**config.mk**
```make
export PLATFORM = sky130hd
export DESIGN_NAME = game_score_ctrl
export DESIGN_NICKNAME = d
export VERILOG_FILES = /design/src/rtl/game_score_ctrl.sv
export SDC_FILE = /design/constraint.sdc
export NUM_CORES = 1
export LEC_CHECK = 0
export CORE_MARGIN = 2
export CORE_UTILIZATION = 55
export DETAILED_ROUTE_END_ITERATION = 12
export PLACE_DENSITY = 0.85
export SYNTH_ARGS = -nofsm -noshare
export SYNTH_HDL_FRONTEND = slang
export SYNTH_SLANG_ARGS = --single-unit
```
**constraint.sdc**
```tcl
create_clock -name clk -period 5.6 [get_ports clk]
set_input_delay 0.56 -clock clk [delete_from_list [all_inputs] [get_ports clk]]
set_output_delay 0.56 -clock clk [all_outputs]
set_load 0.01 [all_outputs]
```
**src/rtl/game_score_ctrl.sv**
```systemverilog
// Game-flow controller for the runner game: IDLE/RUN/PAUSE/OVER sequencing,
// score-tick prescaler, saturating BCD score, session high score and game-over blink.
module game_score_ctrl #(
  parameter int TICK_DIV  = 10,
  parameter int BLINK_DIV = 50
) (
  input  logic       clk,
  input  logic       nRst_i,
  input  logic       start_i,
  input  logic       pause_i,
  input  logic       collision_i,
  output logic [1:0] state_o,
  output logic [3:0] score_tens_o,
  output logic [3:0] score_units_o,
  output logic [3:0] hi_tens_o,
  output logic [3:0] hi_units_o,
  output logic       score_tick_o,
  output logic       new_high_o,
  output logic       blink_o
);

  localparam int PW = $clog2(TICK_DIV);
  localparam int BW = $clog2(BLINK_DIV + 1);
  localparam logic [PW-1:0] PRESC_TC = PW'(TICK_DIV - 1);
  localparam logic [BW-1:0] BLINK_TC = BW'(BLINK_DIV - 1);

  typedef enum logic [1:0] {
    IDLE  = 2'd0,
    RUN   = 2'd1,
    PAUSE = 2'd2,
    OVER  = 2'd3
  } state_t;

  state_t        state_q, state_d;
  logic          start_hist_q, pause_hist_q;
  logic          start_edge, pause_edge;
  logic [PW-1:0] presc_q, presc_d;
  logic [3:0]    tens_q, tens_d, units_q, units_d;
  logic [3:0]    hi_tens_q, hi_tens_d, hi_units_q, hi_units_d;
  logic          tick_q, tick_d;
  logic          new_high_q, new_high_d;
  logic          blink_q, blink_d;
  logic [BW-1:0] bcnt_q, bcnt_d;
  logic          presc_tc, score_max, score_beats_hi;

  // BCD increment that sticks at 99.
  function automatic logic [7:0] bcd_inc_sat(input logic [3:0] tens, input logic [3:0] units);
    if (tens == 4'd9 && units == 4'd9) return {tens, units};
    else if (units == 4'd9)            return {tens + 4'd1, 4'd0};
    else                               return {tens, units + 4'd1};
  endfunction

  assign start_edge     = start_i & ~start_hist_q;
  assign pause_edge     = pause_i & ~pause_hist_q;
  assign presc_tc       = (presc_q == PRESC_TC);
  assign score_max      = (tens_q == 4'd9) && (units_q == 4'd9);
  assign score_beats_hi = ({tens_q, units_q} > {hi_tens_q, hi_units_q});

  always_ff @(posedge clk or negedge nRst_i) begin
    if (!nRst_i) begin
      state_q      <= IDLE;
      start_hist_q <= 1'b0;
      pause_hist_q <= 1'b0;
      presc_q      <= '0;
      tens_q       <= 4'd0;
      units_q      <= 4'd0;
      hi_tens_q    <= 4'd0;
      hi_units_q   <= 4'd0;
      tick_q       <= 1'b0;
      new_high_q   <= 1'b0;
      blink_q      <= 1'b0;
      bcnt_q       <= '0;
    end else begin
      state_q      <= state_d;
      start_hist_q <= start_i;
      pause_hist_q <= pause_i;
      presc_q      <= presc_d;
      tens_q       <= tens_d;
      units_q      <= units_d;
      hi_tens_q    <= hi_tens_d;
      hi_units_q   <= hi_units_d;
      tick_q       <= tick_d;
      new_high_q   <= new_high_d;
      blink_q      <= blink_d;
      bcnt_q       <= bcnt_d;
    end
  end

  always_comb begin
    state_d = state_q;
    case (state_q)
      IDLE:    if (start_edge) state_d = RUN;
      RUN: begin
        if (collision_i)     state_d = OVER;
        else if (pause_edge) state_d = PAUSE;
      end
      PAUSE:   if (pause_edge || start_edge) state_d = RUN;
      OVER:    if (start_edge) state_d = IDLE;
      default: state_d = IDLE;
    endcase
  end

  // Blink state defaults to cleared so it drops whenever OVER is left or entered.
  always_comb begin
    presc_d    = presc_q;
    tens_d     = tens_q;
    units_d    = units_q;
    hi_tens_d  = hi_tens_q;
    hi_units_d = hi_units_q;
    tick_d     = 1'b0;
    new_high_d = new_high_q;
    blink_d    = 1'b0;
    bcnt_d     = '0;
    case (state_q)
      IDLE: begin
        if (start_edge) begin
          presc_d    = '0;
          tens_d     = 4'd0;
          units_d    = 4'd0;
          new_high_d = 1'b0;
        end
      end
      RUN: begin
        if (collision_i) begin
          if (score_beats_hi) begin
            hi_tens_d  = tens_q;
            hi_units_d = units_q;
            new_high_d = 1'b1;
          end
        end else if (!pause_edge) begin
          if (presc_tc) begin
            presc_d = '0;
            if (!score_max) begin
              {tens_d, units_d} = bcd_inc_sat(tens_q, units_q);
              tick_d            = 1'b1;
            end
          end else begin
            presc_d = presc_q + PW'(1);
          end
        end
      end
      OVER: begin
        if (!start_edge) begin
          if (bcnt_q == BLINK_TC) begin
            bcnt_d  = '0;
            blink_d = ~blink_q;
          end else begin
            bcnt_d  = bcnt_q + BW'(1);
            blink_d = blink_q;
          end
        end
      end
      default: ;
    endcase
  end

  assign state_o       = state_q;
  assign score_tens_o  = tens_q;
  assign score_units_o = units_q;
  assign hi_tens_o     = hi_tens_q;
  assign hi_units_o    = hi_units_q;
  assign score_tick_o  = tick_q;
  assign new_high_o    = new_high_q;
  assign blink_o       = blink_q;

endmodule

```
* After elaboration in Yosys (flattened, before gate mapping)
Cells that the tools add are included.
** Cells by class
- Bitwise logic cells :: 5
- Div/mod/pow operators :: 0
- Add/subtract/negate cells :: 4
- Mux-type cells :: 37
- Reduce and logical (&&, ||, !) cells :: 10
- Magnitude comparators :: 1
- Eq/ne operators :: 19
- Shifts and indexed selects :: 0
- Multiply operators :: 0
** Operator list (count)
- $mux W4 :: 12
- $pmux W4 S2 :: 3
- $ne A2 B2 Y1 const B :: 10
- $mux W6 :: 3
- $add A4 B1 Y4 const B :: 3
- $eq A4 B4 Y1 const B :: 3
- $reduce_and A4 Y1 :: 3
- $mux W1 :: 11
- $mux W2 :: 5
- $gt A8 B8 Y1 :: 1
- $mux W8 :: 1
- $pmux W2 S4 :: 1
- $reduce_and A7 Y1 :: 1
- $add A6 B1 Y6 const B :: 1
- $eq A6 B6 Y1 const B :: 1
- $ne A3 B3 Y1 const B :: 2
- $reduce_and A6 Y1 :: 1
- $eq A2 B2 Y1 const B :: 2
- $not A1 Y1 :: 3
- $reduce_and A3 Y1 :: 1
- $and A1 B1 Y1 :: 2
- $eq A2 B1 Y1 const B :: 1
- $logic_not A2 Y1 :: 1
- $pmux W1 S2 :: 1
- other kinds (3) :: 3
** Word-level totals
- Memory bits (writable) :: 0
- Memories :: 0
- Output and inout bits :: 21
- Latch bits :: 0
- Bits in registers :: 33
- Memory bits (read-only) :: 0

* Longest topological paths before layout
Gate-level depths: netlist (run 1).
- Word-level depth :: 7
- Mapped depth :: 8
- Gate-level depth less buffers :: 7

* Least setup slack after synthesis (run 1)
Ideal clock, no wire load.
- Path type :: reg-to-reg
- Start :: register units_q[1] (netlist: score_units_o[1])
- End :: register hi_tens_q[0] (netlist: hi_tens_o[0])
- Arrival :: 1.805 ns
- Path slack :: 3.670 ns
- Clock period less this slack :: 1.930 ns
- Required time :: 5.475 ns
- Cell stages (with the launch flop) :: 7
- Path buffers :: 0
- Cell sequence :: dfrtp_1 -> ha_1 -> nor2b_1 -> o211ai_1 -> a211oi_1 -> o21ai_2 -> mux2_2
** On the way
- Word-level cells in the longest chain between the ends :: 2
** Ends and longest elaborated chain
- from (decl) :: line 38 : logic [3:0] tens_q, tens_d, units_q, units_d;
- from (signal assigned) :: line 79 : units_q <= units_d;
- $gt A8 B8 Y1 :: line 57 : assign score_beats_hi = ({tens_q, units_q} > {hi_tens_q, hi_units_q});
- $reduce_and A3 Y1 (no source line)
- to (signal assigned) :: line 80 : hi_tens_q <= hi_tens_d;
- to (decl) :: line 39 : logic [3:0] hi_tens_q, hi_tens_d, hi_units_q, hi_units_d;
Every way passes these cells.
A chain may end at the register's enable or synchronous reset.

* Worst setup path after layout (run 1)
- Start :: register units_q[3] (netlist: score_units_o[3])
- End :: register hi_units_q[0] (netlist: hi_units_o[0])
** On the way
- Word-level cells in the longest chain between the ends :: 2
** Ends and longest elaborated chain
- $gt A8 B8 Y1 :: line 57
- $reduce_and A3 Y1 (no source line)
- to (signal assigned) :: line 81 : hi_units_q <= hi_units_d;
- to (decl) :: line 39
Every way passes these cells.

==> results.json, run 1 <==
{
  "outcome": "finished, final reports clean",
  "worstPathBufferInverterCount": 0,
  "clock_tree.htree_level_count": 2,
  "worst-slew-pin-transition_ns": 0.540,
  "clock_insertion_delay_worst_skew_ns": 0.34,
  "maxSlewViolCount": 0,
  "timing.max_cap.violations": 0,
  "antenna_found_initial": 0,
  "postSynthCellCount": 177,
  "min_period_over_period": 0.397,
  "arrival_ns": 2.45,
  "route.antenna.remaining_nets": 0,
  "worst_path_dominant_cell_family": "compound AO/OA/AOI/OAI gates",
  "core_sq_um": 3280,
  "max_slew_margin": 0.640,
  "synth_area_per_cell_sq_um": 10.5,
  "floorplan.die_area_sq_um": 3870,
  "ys_seq_elements": 33,
  "timing.fmax_mhz": 449,
  "floorplan.initialDensity": 0.568,
  "vdd_ir_drop_max_v": 0.000253,
  "final_nets": 227,
  "count_of_flip_flops_with_a_built_in_enable_after_synthesis": 0,
  "cellPowerDensity_nw_per_um2": 435,
  "placement.cell_area_sq_um": 2140,
  "cts.clk_slew.worst_paths_ns": 0.10,
  "cts_made_buffers": 5,
  "grt_overflow_total": 0,
  "per_cell_routed_wire_length_microns": 14.8,
  "yosys_warnings": 0,
  "cts_root_buf": "sky130_fd_sc_hd__clkbuf_4",
  "end_kind": "flip-flop",
  "cp_cell_sequence": "ha_1, nand4_1, o21ai_0, a21oi_1, o21ai_2, mux2_2",
  "synth_largest_area_cell": "sky130_fd_sc_hd__dfrtp_1",
  "via_count_of_the_first_global_routing_pass": 1449,
  "synth_fp_nets": 198,
  "postCtsSetupBuffers": 0,
  "ys.flop_type": "sky130_fd_sc_hd__dfrtp_1",
  "critical_path.startpoint_type": "flip-flop",
  "drt_iter0_drc": 58,
  "synth-seq-area-share": 0.443,
  "rrSetupSlack_ns": 3.37,
  "grt_setup_unrepaired": "false",
  "largest_net_degree_at_the_start_of_global_routing": 34,
  "async_reset_ff_frac": 1.00,
  "clock_tree_from_tritoncts": "built",
  "power.total_w": 0.000962,
  "post_cts_resize_count": 0,
  "layout-drive-gt1-share": 0.140,
  "tmin_final_ns": 2.23,
  "die_height_microns": 62.2,
  "chipWidth_microns": 62.2,
  "hold_buffers": 0,
  "grt_util_all_layers": 0.215,
  "portBuffers": 25,
  "avgViaCountPerCell": 5.53,
  "synthToLayoutAreaGrowth_pct": 18.7,
  "setup_viol": 0,
  "global_route_wire_length_before_repair_microns": 6560,
  "critPathRequiredTime_ns": 5.83,
  "timing.critical_path.slowest_stage_cell": "sky130_fd_sc_hd__dfrtp_1",
  "post-dp-hpwl_microns": 2780,
  "detail_route.drc_violations": 0,
  "cp_max_fo": 9,
  "setup-tns-final_ns": 0,
  "worst-setup-path-type": "flip-flop to flip-flop",
  "worst-r2r-cell-count": 6,
  "placement_rows": 21,
  "synth_top_area_share": 0.443,
  "num_vias": 1400,
  "number_of_distinct_library_cells_after_synthesis": 46,
  "crit_path_max_incr_delay_ns": 0.47,
  "worst_clock_skew_ns": 0.00479,
  "gp_routability_congestion": 0.796,
  "drt_wl_total_microns": 3730,
  "cts.path.max_buffers": 2,
  "fin_area_sq_um": 2210,
  "netlist_top_cells_area": "sky130_fd_sc_hd__dfrtp_1 (44%), sky130_fd_sc_hd__ha_1 (11%), sky130_fd_sc_hd__mux2_2 (3.6%)",
  "path_category_of_the_worst_min_delay_check": "flip-flop to flip-flop",
  "critical_path_cell_count": 6,
  "leakage_nw": 0.972,
  "timing.hold.worst_path_depth": 1,
  "netlist_area_sq_um": 1860,
  "ioPinCount": 26,
  "final-hold-violation-count": 0,
  "clkSinkCount": 33,
  "first_pass_iters": 4,
  "antenna_cells_inserted": 0
}
==> cell type report <==
cell class              instances  area (sq um)
repair buffers                 26           258
clock inverters                 1          5.00
well taps                      46          57.6
fillers                       260          1070
flip-flops and latches         33           826
clock buffers                   7          65.1
multi-input cells             126           948
inverters                      14          52.6
==> Yosys cell counts, types with 2 or more instances <==
cell / number
sky130_fd_sc_hd__mux2_2: 6
sky130_fd_sc_hd__nand2b_1: 3
sky130_fd_sc_hd__inv_1: 14
sky130_fd_sc_hd__ha_1: 16
sky130_fd_sc_hd__mux2i_1: 3
sky130_fd_sc_hd__nor3_1: 5
sky130_fd_sc_hd__nor4b_2: 2
sky130_fd_sc_hd__o211ai_1: 2
sky130_fd_sc_hd__nand3b_1: 3
sky130_fd_sc_hd__nand3_1: 7
sky130_fd_sc_hd__nand2_1: 10
sky130_fd_sc_hd__dfrtp_1: 33
sky130_fd_sc_hd__xor2_1: 3
sky130_fd_sc_hd__xnor2_1: 7
sky130_fd_sc_hd__nand4_1: 3
sky130_fd_sc_hd__buf_6: 3
sky130_fd_sc_hd__a31oi_1: 2
sky130_fd_sc_hd__nor2_1: 17
sky130_fd_sc_hd__a21oi_1: 4
sky130_fd_sc_hd__o21ai_0: 7
sky130_fd_sc_hd__o31ai_1: 2
==> placed cells by master, fill, tap and decap left out, types with 2 or more instances in the layout <==
cell,n
sky130_fd_sc_hd__xor2_1,3
sky130_fd_sc_hd__nand2b_1,3
sky130_fd_sc_hd__inv_1,14
sky130_fd_sc_hd__o211ai_1,2
sky130_fd_sc_hd__o31ai_1,2
sky130_fd_sc_hd__nand4_1,3
sky130_fd_sc_hd__mux2_2,6
sky130_fd_sc_hd__clkbuf_4,5
sky130_fd_sc_hd__xnor2_1,7
sky130_fd_sc_hd__o21ai_0,7
sky130_fd_sc_hd__a21oi_1,4
sky130_fd_sc_hd__mux2i_1,3
sky130_fd_sc_hd__clkdlybuf4s50_1,25
sky130_fd_sc_hd__nor4b_2,2
sky130_fd_sc_hd__ha_1,16
sky130_fd_sc_hd__nor3_1,5
sky130_fd_sc_hd__clkbuf_8,2
sky130_fd_sc_hd__nor2_1,17
sky130_fd_sc_hd__nand3b_1,3
sky130_fd_sc_hd__dfrtp_1,33
sky130_fd_sc_hd__nand3_1,7
sky130_fd_sc_hd__a31oi_1,2
sky130_fd_sc_hd__nand2_1,10
==> report_power, final <==
group / switching [W] / internal [W] / total (W)
Clock: 0.0000801 / 0.0000727 / 0.000153
Combinational: 0.000216 / 0.000211 / 0.000427
Sequential: 0.0000879 / 0.000295 / 0.000383
==> stage by stage <==
stage	hold WS [ns]	util	setup WS, ns	cells
after floorplan	0.264	-	3.67	177
after global placement	0.478	0.652	3.30	245
after detailed placement	0.499	0.652	3.23	245
after CTS	0.520	0.674	3.34	253
after global routing	0.553	0.674	3.22	253
final	0.511	0.674	3.37	253
==> cell families (layout without fill, tap and decap cells) <==
group / count (synthesis) / after routing / synth area share
muxes: 9 / 9 / 0.0523
and+or+nand+nor: 64 / 64 / 0.201
buffers and inverters: 18 / 48 / 0.0483
DFF: 33 / 33 / 0.443
xor gates and xnor gates: 10 / 10 / 0.0470
AOI/OAI and AO/OA: 27 / 27 / 0.101
adders and majority gates: 16 / 16 / 0.107
==> per-layer routing <==
| metal | vias up | part of all wire | GRT usage |
|---|---|---|---|
| li1 | 679 | - | - |
| met4 | 0 | 0.015 | 0.0694 |
| met1 | 683 | 0.43 | 0.265 |
| met2 | 32 | 0.52 | 0.370 |
| met3 | 6 | 0.035 | 0.0562 |
| met5 | - | 0 | 0 |
==> final timing paths <==
path	from	endpoint
min in group asynchronous	nRst_i	presc_q[3]$_DFFE_PN0P_
hold / removal	bcnt_q[0]$_DFF_PN0_	bcnt_q[0]$_DFF_PN0_
setup / recovery	score_units_o[3]$_DFFE_PN0P_	hi_units_o[0]$_DFFE_PN0P_
setup reg to reg	score_units_o[3]$_DFFE_PN0P_	hi_units_o[0]$_DFFE_PN0P_
hold reg to reg	bcnt_q[0]$_DFF_PN0_	bcnt_q[0]$_DFF_PN0_
max in group asynchronous	nRst_i	hi_units_o[2]$_DFFE_PN0P_
==> registers in the layout, indices dropped and copies added, names as in the netlist <==
| register | flops |
|---|---|
| score_tick_o | 1 |
| blink_o | 1 |
| presc_q | 4 |
| bcnt_q | 6 |
| score_units_o | 4 |
| start_hist_q | 1 |
| state_o | 2 |
| hi_tens_o | 4 |
| new_high_o | 1 |
| hi_units_o | 4 |
| pause_hist_q | 1 |
| score_tens_o | 4 |
Power figures use the tool's default switching activity.
==> run 2: changes to the inputs <==
Settings changed: CORE_UTILIZATION 55 to 49, PLACE_DENSITY 0.85 to 0.81.
Clock period 5.6 ns to 2 ns, I/O delays scaled along.
==> run 2 against run 1 <==
Maximum frequency grew 15%. Setup slack got worse by 3.3 ns. First-iteration DRC count down 12%. Critical endpoint is now hi_units_o[3]$_DFFE_PN0P_. Sequential share of layout area is 2.5 points lower.
==> results.json, run 2 (synthesis gave the netlist of run 1 again) <==
{
  "outcome": "finished, final reports clean",
  "grt_util_all_layers": 0.207,
  "antenna_cells_inserted": 0,
  "portBuffers": 25,
  "cp_max_fo": 4,
  "num_vias": 1461,
  "hold_buffers": 0,
  "global_route.usage.met1": 0.261,
  "route.antenna.remaining_nets": 0,
  "finalWorstSetupSlack_ns": 0.0653,
  "cellPowerDensity_nw_per_um2": 1250,
  "clock_tree_from_tritoncts": "built",
  "chipWidth_microns": 65.7,
  "worst-setup-path-type": "flip-flop to flip-flop",
  "floorplan.die_area_sq_um": 4310,
  "crit_path_max_incr_delay_ns": 0.40,
  "critical_path.startpoint_type": "flip-flop",
  "drt_wl_total_microns": 3950,
  "ioPinCount": 26,
  "leakage_nw": 1.07,
  "dpl.cell_count": 261,
  "gp_routability_congestion": 0.806,
  "multi_input_comb_area_sq_um": 948,
  "p_sw_frac": 0.379,
  "maxSlewViolCount": 0,
  "first_pass_iters": 4,
  "final_nets": 243,
  "timing.critical_path.slowest_stage_cell": "sky130_fd_sc_hd__dfrtp_1",
  "worst-slew-pin-transition_ns": 0.475,
  "layout-drive-gt1-share": 0.202,
  "clock_insertion_delay_worst_skew_ns": 0.28,
  "worst_clock_skew_ns": 0.00702,
  "worst_path_dominant_cell_family": "compound AO/OA/AOI/OAI gates",
  "cts_root_buf": "sky130_fd_sc_hd__clkbuf_8",
  "min_period_over_period": 0.967,
  "top_usage_layer": "met2",
  "end_kind": "flip-flop",
  "cp_cell_sequence": "ha_1, nor2b_1, o211ai_1, a211oi_1, o21ai_2, buf_6, mux2_2",
  "tmin_final_ns": 1.93,
  "cts.path.max_buffers": 2,
  "global_route_wire_length_before_repair_microns": 6670,
  "drt_iter0_drc": 51,
  "largest_register": "bcnt_q",
  "layout_commonest_cell": "sky130_fd_sc_hd__dfrtp_1",
  "cts_made_buffers": 5,
  "timing.fmax_mhz": 517,
  "clockPowerShare": 0.185,
  "largest_register_ffs": 6,
  "antenna_found_initial": 0,
  "avgViaCountPerCell": 5.39,
  "placement_rows": 22,
  "post-dp-hpwl_microns": 2940,
  "core_sq_um": 3660,
  "arrival_ns": 2.10,
  "seq_area_sq_um": 826,
  "vdd_ir_drop_max_v": 0.000608,
  "p_sw_w": 0.00113,
  "detailedPlace.worstSlack_ns": 0.0891,
  "worstPathBufferInverterCount": 1,
  "cts.clk_slew.worst_paths_ns": 0.07,
  "critPathRequiredTime_ns": 2.16,
  "sequentialPowerShare": 0.336,
  "fill_cells": 298,
  "largest_net_degree_at_the_start_of_global_routing": 34,
  "final-hold-violation-count": 0,
  "max_slew_margin": 0.683,
  "detail_route.drc_violations": 0,
  "clock_tree.htree_level_count": 2,
  "power.combinational.fraction": 0.479,
  "per_cell_routed_wire_length_microns": 14.6,
  "timing.max_cap.violations": 0,
  "non_filler_instance_count_after_layout": 271,
  "floorplan.initialDensity": 0.509,
  "via_count_of_the_first_global_routing_pass": 1514,
  "grt_util_met3": 0.0514,
  "intPower_w": 0.00185,
  "layout_common_cells": "sky130_fd_sc_hd__dfrtp_1 (33), sky130_fd_sc_hd__clkdlybuf4s50_1 (25), sky130_fd_sc_hd__nor2_1 (17), sky130_fd_sc_hd__ha_1 (16), sky130_fd_sc_hd__buf_4 (15)",
  "grt_setup_unrepaired": "true",
  "die_height_microns": 65.7,
  "setup_viol": 0,
  "synthToLayoutAreaGrowth_pct": 27.3,
  "grt_overflow_total": 0,
  "path_category_of_the_worst_min_delay_check": "input port to asynchronous set/reset pin",
  "clkSinkCount": 33,
  "gr-usage-met2": 0.327
}
-- run 2: cell types whose count changed in the layout (fill, tap and decap cells not counted), sizes merged --
cell,delta
buf,+16
-- run 2: power groups by stage --
stage / sequential (W) / clock [W] / combinational, W
floorplan: 0.00106 / 0 / 0.000792
global placement: 0.00100 / 0 / 0.00134
detailed placement: 0.00101 / 0 / 0.00140
CTS: 0.000999 / 0.000566 / 0.00141
global route: 0.00102 / 0.000593 / 0.00158
finish: 0.000998 / 0.000550 / 0.00142
-- run 2: stage by stage --
step	hold slack, ns	total power, W	area [sq um]	TNS (ns)	utilization
after floorplan	-0.0956	0.00185	1860	0	-
after global placement	0.481	0.00235	2250	0	0.614
after detailed placement	0.500	0.00241	2250	0	0.614
after CTS	0.338	0.00298	2350	0	0.642
after global routing	0.370	0.00320	2370	-0.0567	0.648
final	0.323	0.00297	2370	0	0.648
-- run 2: what timing repair did --
item	4_1_cts	5_1_grt
resized for setup	0	3
buffers inserted	0	2
setup endpoints to repair	0	6
-- run 2: final cells by class --
cell class | instances | share of cell area
repair buffers | 42 | 0.162
inverters | 14 | 0.0221
flip-flops and latches | 33 | 0.348
multi-input cells | 126 | 0.400
well taps | 48 | 0.0253
clock inverters | 1 | 0.00211
clock buffers | 7 | 0.0406
-- run 2: worst paths after layout --
kind                       slack [ns]  cells past startpoint                          from                         to
max reg2reg                      0.07                      7  score_units_o[1]$_DFFE_PN0P_  hi_units_o[3]$_DFFE_PN0P_
max in group asynchronous        1.37                      2                        nRst_i     presc_q[3]$_DFFE_PN0P_
min in group clk                 0.42                      1                       pause_i     pause_hist_q$_DFF_PN0_
min                              0.32                      2                        nRst_i   hi_tens_o[2]$_DFFE_PN0P_
min reg2reg                      0.50                      1           bcnt_q[0]$_DFF_PN0_        bcnt_q[0]$_DFF_PN0_
max                              0.07                      7  score_units_o[1]$_DFFE_PN0P_  hi_units_o[3]$_DFFE_PN0P_
-- run 2: metal layers --
metal	part of all wire	wire (microns)
met3	0.044	173
met4	0.022	87
met5	0	0
met1	0.44	1750
met2	0.49	1930
-- run 2: worst reg2reg max path, cell delays in order, from the launching register on --
cell and delay, ns:
sky130_fd_sc_hd__dfrtp_1 0.40, sky130_fd_sc_hd__ha_1 0.32, sky130_fd_sc_hd__nor2b_1 0.14, sky130_fd_sc_hd__o211ai_1 0.17, sky130_fd_sc_hd__a211oi_1 0.11, sky130_fd_sc_hd__o21ai_2 0.20, sky130_fd_sc_hd__buf_6 0.14, sky130_fd_sc_hd__mux2_2 0.34
==> run 3: changes to the inputs <==
Settings changed: SLEW_MARGIN from default to 20.
==> results of run 3 <==
No change in the layout: final DEF, timing and power equal those of run 2.
==> edit: new RTL, flow settings as in run 1 <==
Set the parameter `BLINK_DIV` to 25 (it was 50).
--- a/src/rtl/game_score_ctrl.sv
+++ b/src/rtl/game_score_ctrl.sv
@@ -2,7 +2,7 @@
 // score-tick prescaler, saturating BCD score, session high score and game-over blink.
 module game_score_ctrl #(
   parameter int TICK_DIV  = 10,
-  parameter int BLINK_DIV = 50
+  parameter int BLINK_DIV = 25
 ) (
   input  logic       clk,
   input  logic       nRst_i,
Behaviour: same outputs for any inputs over 10 cycles, from zero or initial values and one cycle with nRst_i low; that may be too few to reach the edited logic, so the function may still have changed.
==> edit against run 1 <==
Non-clock buffer count stayed put; power is 0.78% lower; area after synthesis shrank 7.0%; final area decreased by 4.2%; count of clock-buffer cells in the layout down 2; setup slack worse by 0.0024 ns; sequential cell count fell by 1; routed wire length fell by 1.6%.
==> edit: results (changes against run 1) <==
Status
  • Status: completed

Timing
  • Final Skew: 0.0145 ns (+0.00972 ns)
  • Tmin final: 2.23 ns (+0.00244 ns)
  • Hold slack: 0.502 ns (-0.00824 ns)
  • Worst Tran Pin Value: 0.562 ns (+0.0223 ns)
  • Final setup vio count: 0 (unchanged)

Power and ir drop
  • Max VDD drop: 0.356 mV (+41%)
  • Leak Pwr: 0.943 nW (-3.0%)

Layout
  • Biggest register: bcnt_q
  • Max FFs per register: 5 (-1)
  • Fraction of layout instances using a drive strength above 1: 0.0945 (-0.0456)
  • Nets: 221 (-2.6%)
  • Inserted Diodes: 0 (unchanged)

Detailed routing
  • Average wire per standard cell: 15.0 um (+1.6%)
  • Detailed Route Iter0 Violations: 48 (-17%)
  • Via/cell ratio: 5.61 (+1.4%)
  • TritonRoute pass-1 iters: 5 (+1)
  • Final WL: 3670 um (-1.6%)

GRT
  • GR Util met3: 0.0628 (+0.00661)
  • Vias in the first global route: 1,389 (-4.1%)
  • Met2 Use GR: 0.405 (+0.0357)
  • First-pass GRT wire length: 6080 um (-7.4%)
  • Initial antenna violation count: 0 (unchanged)
  • GRT Overall Usage: 0.229 (+0.0144)
  • Pin count of the biggest net entering global routing: 33 (-2.9%)
  • Grt met1 use: 0.263 (-0.00195)

Placement
  • Post-Place Cells: 237 (-3.3%)
  • RePlAce Congestion: 0.851 (+6.9%)
  • Placement Setup Slack: 3.24 ns (+0.0162 ns)
  • DP HPWL: 2700 um (-2.8%)
  • Area after DPL: 2040 um2 (-4.8%)

Worst setup path
  • R2R setup slack: 3.37 ns (about the same)
  • Reg-to-Reg End: hi_tens_o[3]
  • Reg-to-Reg Start: score_tens_o[3]
  • Critical path fanouts, max: 9 (unchanged)

Synth
  • Synth area leaders: dfrtp_1, ha_1, mux2_2, inv_1, nand3_1
  • Synth cell count leaders: dfrtp_1, ha_1, inv_1
  • Syn_nets: 190 (-4.0%)
  • Post-synth cell types: 38 (-17%)
  • Post-synthesis sequential area ratio: 0.462 (+0.0188)
  • Mean Syn Cell Area: 10.3 um2 (-2.6%)
  • Mapped cell area: 1730 um2 (-7.0%)
  • Post-synth ARST share: 1.00 (unchanged)

Worst hold path
  • Hold Crit Endpoint: bcnt_q[0]
  • HP Start: bcnt_q[0]

Clock tree
  • Total CTS buffers: 5 (unchanged)
## edit: how the worst max path moves through the flow
stage / startpoint / endpoint
after floorplan: score_tens_o[3] / hi_tens_o[0]
after global placement: pause_i / score_units_o[3]
after detailed placement: start_i / score_units_o[3]
after CTS: score_tens_o[2] / hi_tens_o[3]
after global routing: score_tens_o[2] / hi_tens_o[3]
final: score_tens_o[3] / hi_tens_o[3]
## edit: kinds of logic after synthesis
group / synth area share
buffers and inverters: 0.0346
adder cells (fa/ha/maj): 0.115
AO/OA/AOI/OAI: 0.133
AND/OR/NAND/NOR: 0.184
flip-flops: 0.462
XOR/XNOR: 0.0202
multiplexers: 0.0505
## edit: per-layer routing
metal  routed length, um  share of wire
met1                1590           0.43
met2                1900           0.52
met3                 148          0.040
met4                  24         0.0065
met5                   0              0
## edit: final cells by class
class | count | area, um2
clock inverters | 3 | 42.5
fillers | 220 | 908
clock buffers | 5 | 37.5
flip-flops and latches | 32 | 801
inverters | 14 | 52.6
well taps | 44 | 55.1
repair buffers | 26 | 258
multi-input cells | 121 | 873
## edit: critical path, cell delays in order (launching register included)
cell	delay (ns)
dfrtp_1	0.45
ha_1	0.34
nand2_1	0.06
o21a_1	0.20
a21oi_1	0.12
nand4_1	0.47
mux2_2	0.46
## edit: where the power goes
group,internal [mW],switching (mW)
combinational,0.205,0.191
clock,0.0930,0.0836
sequential,0.289,0.0935
total,0.587,0.368
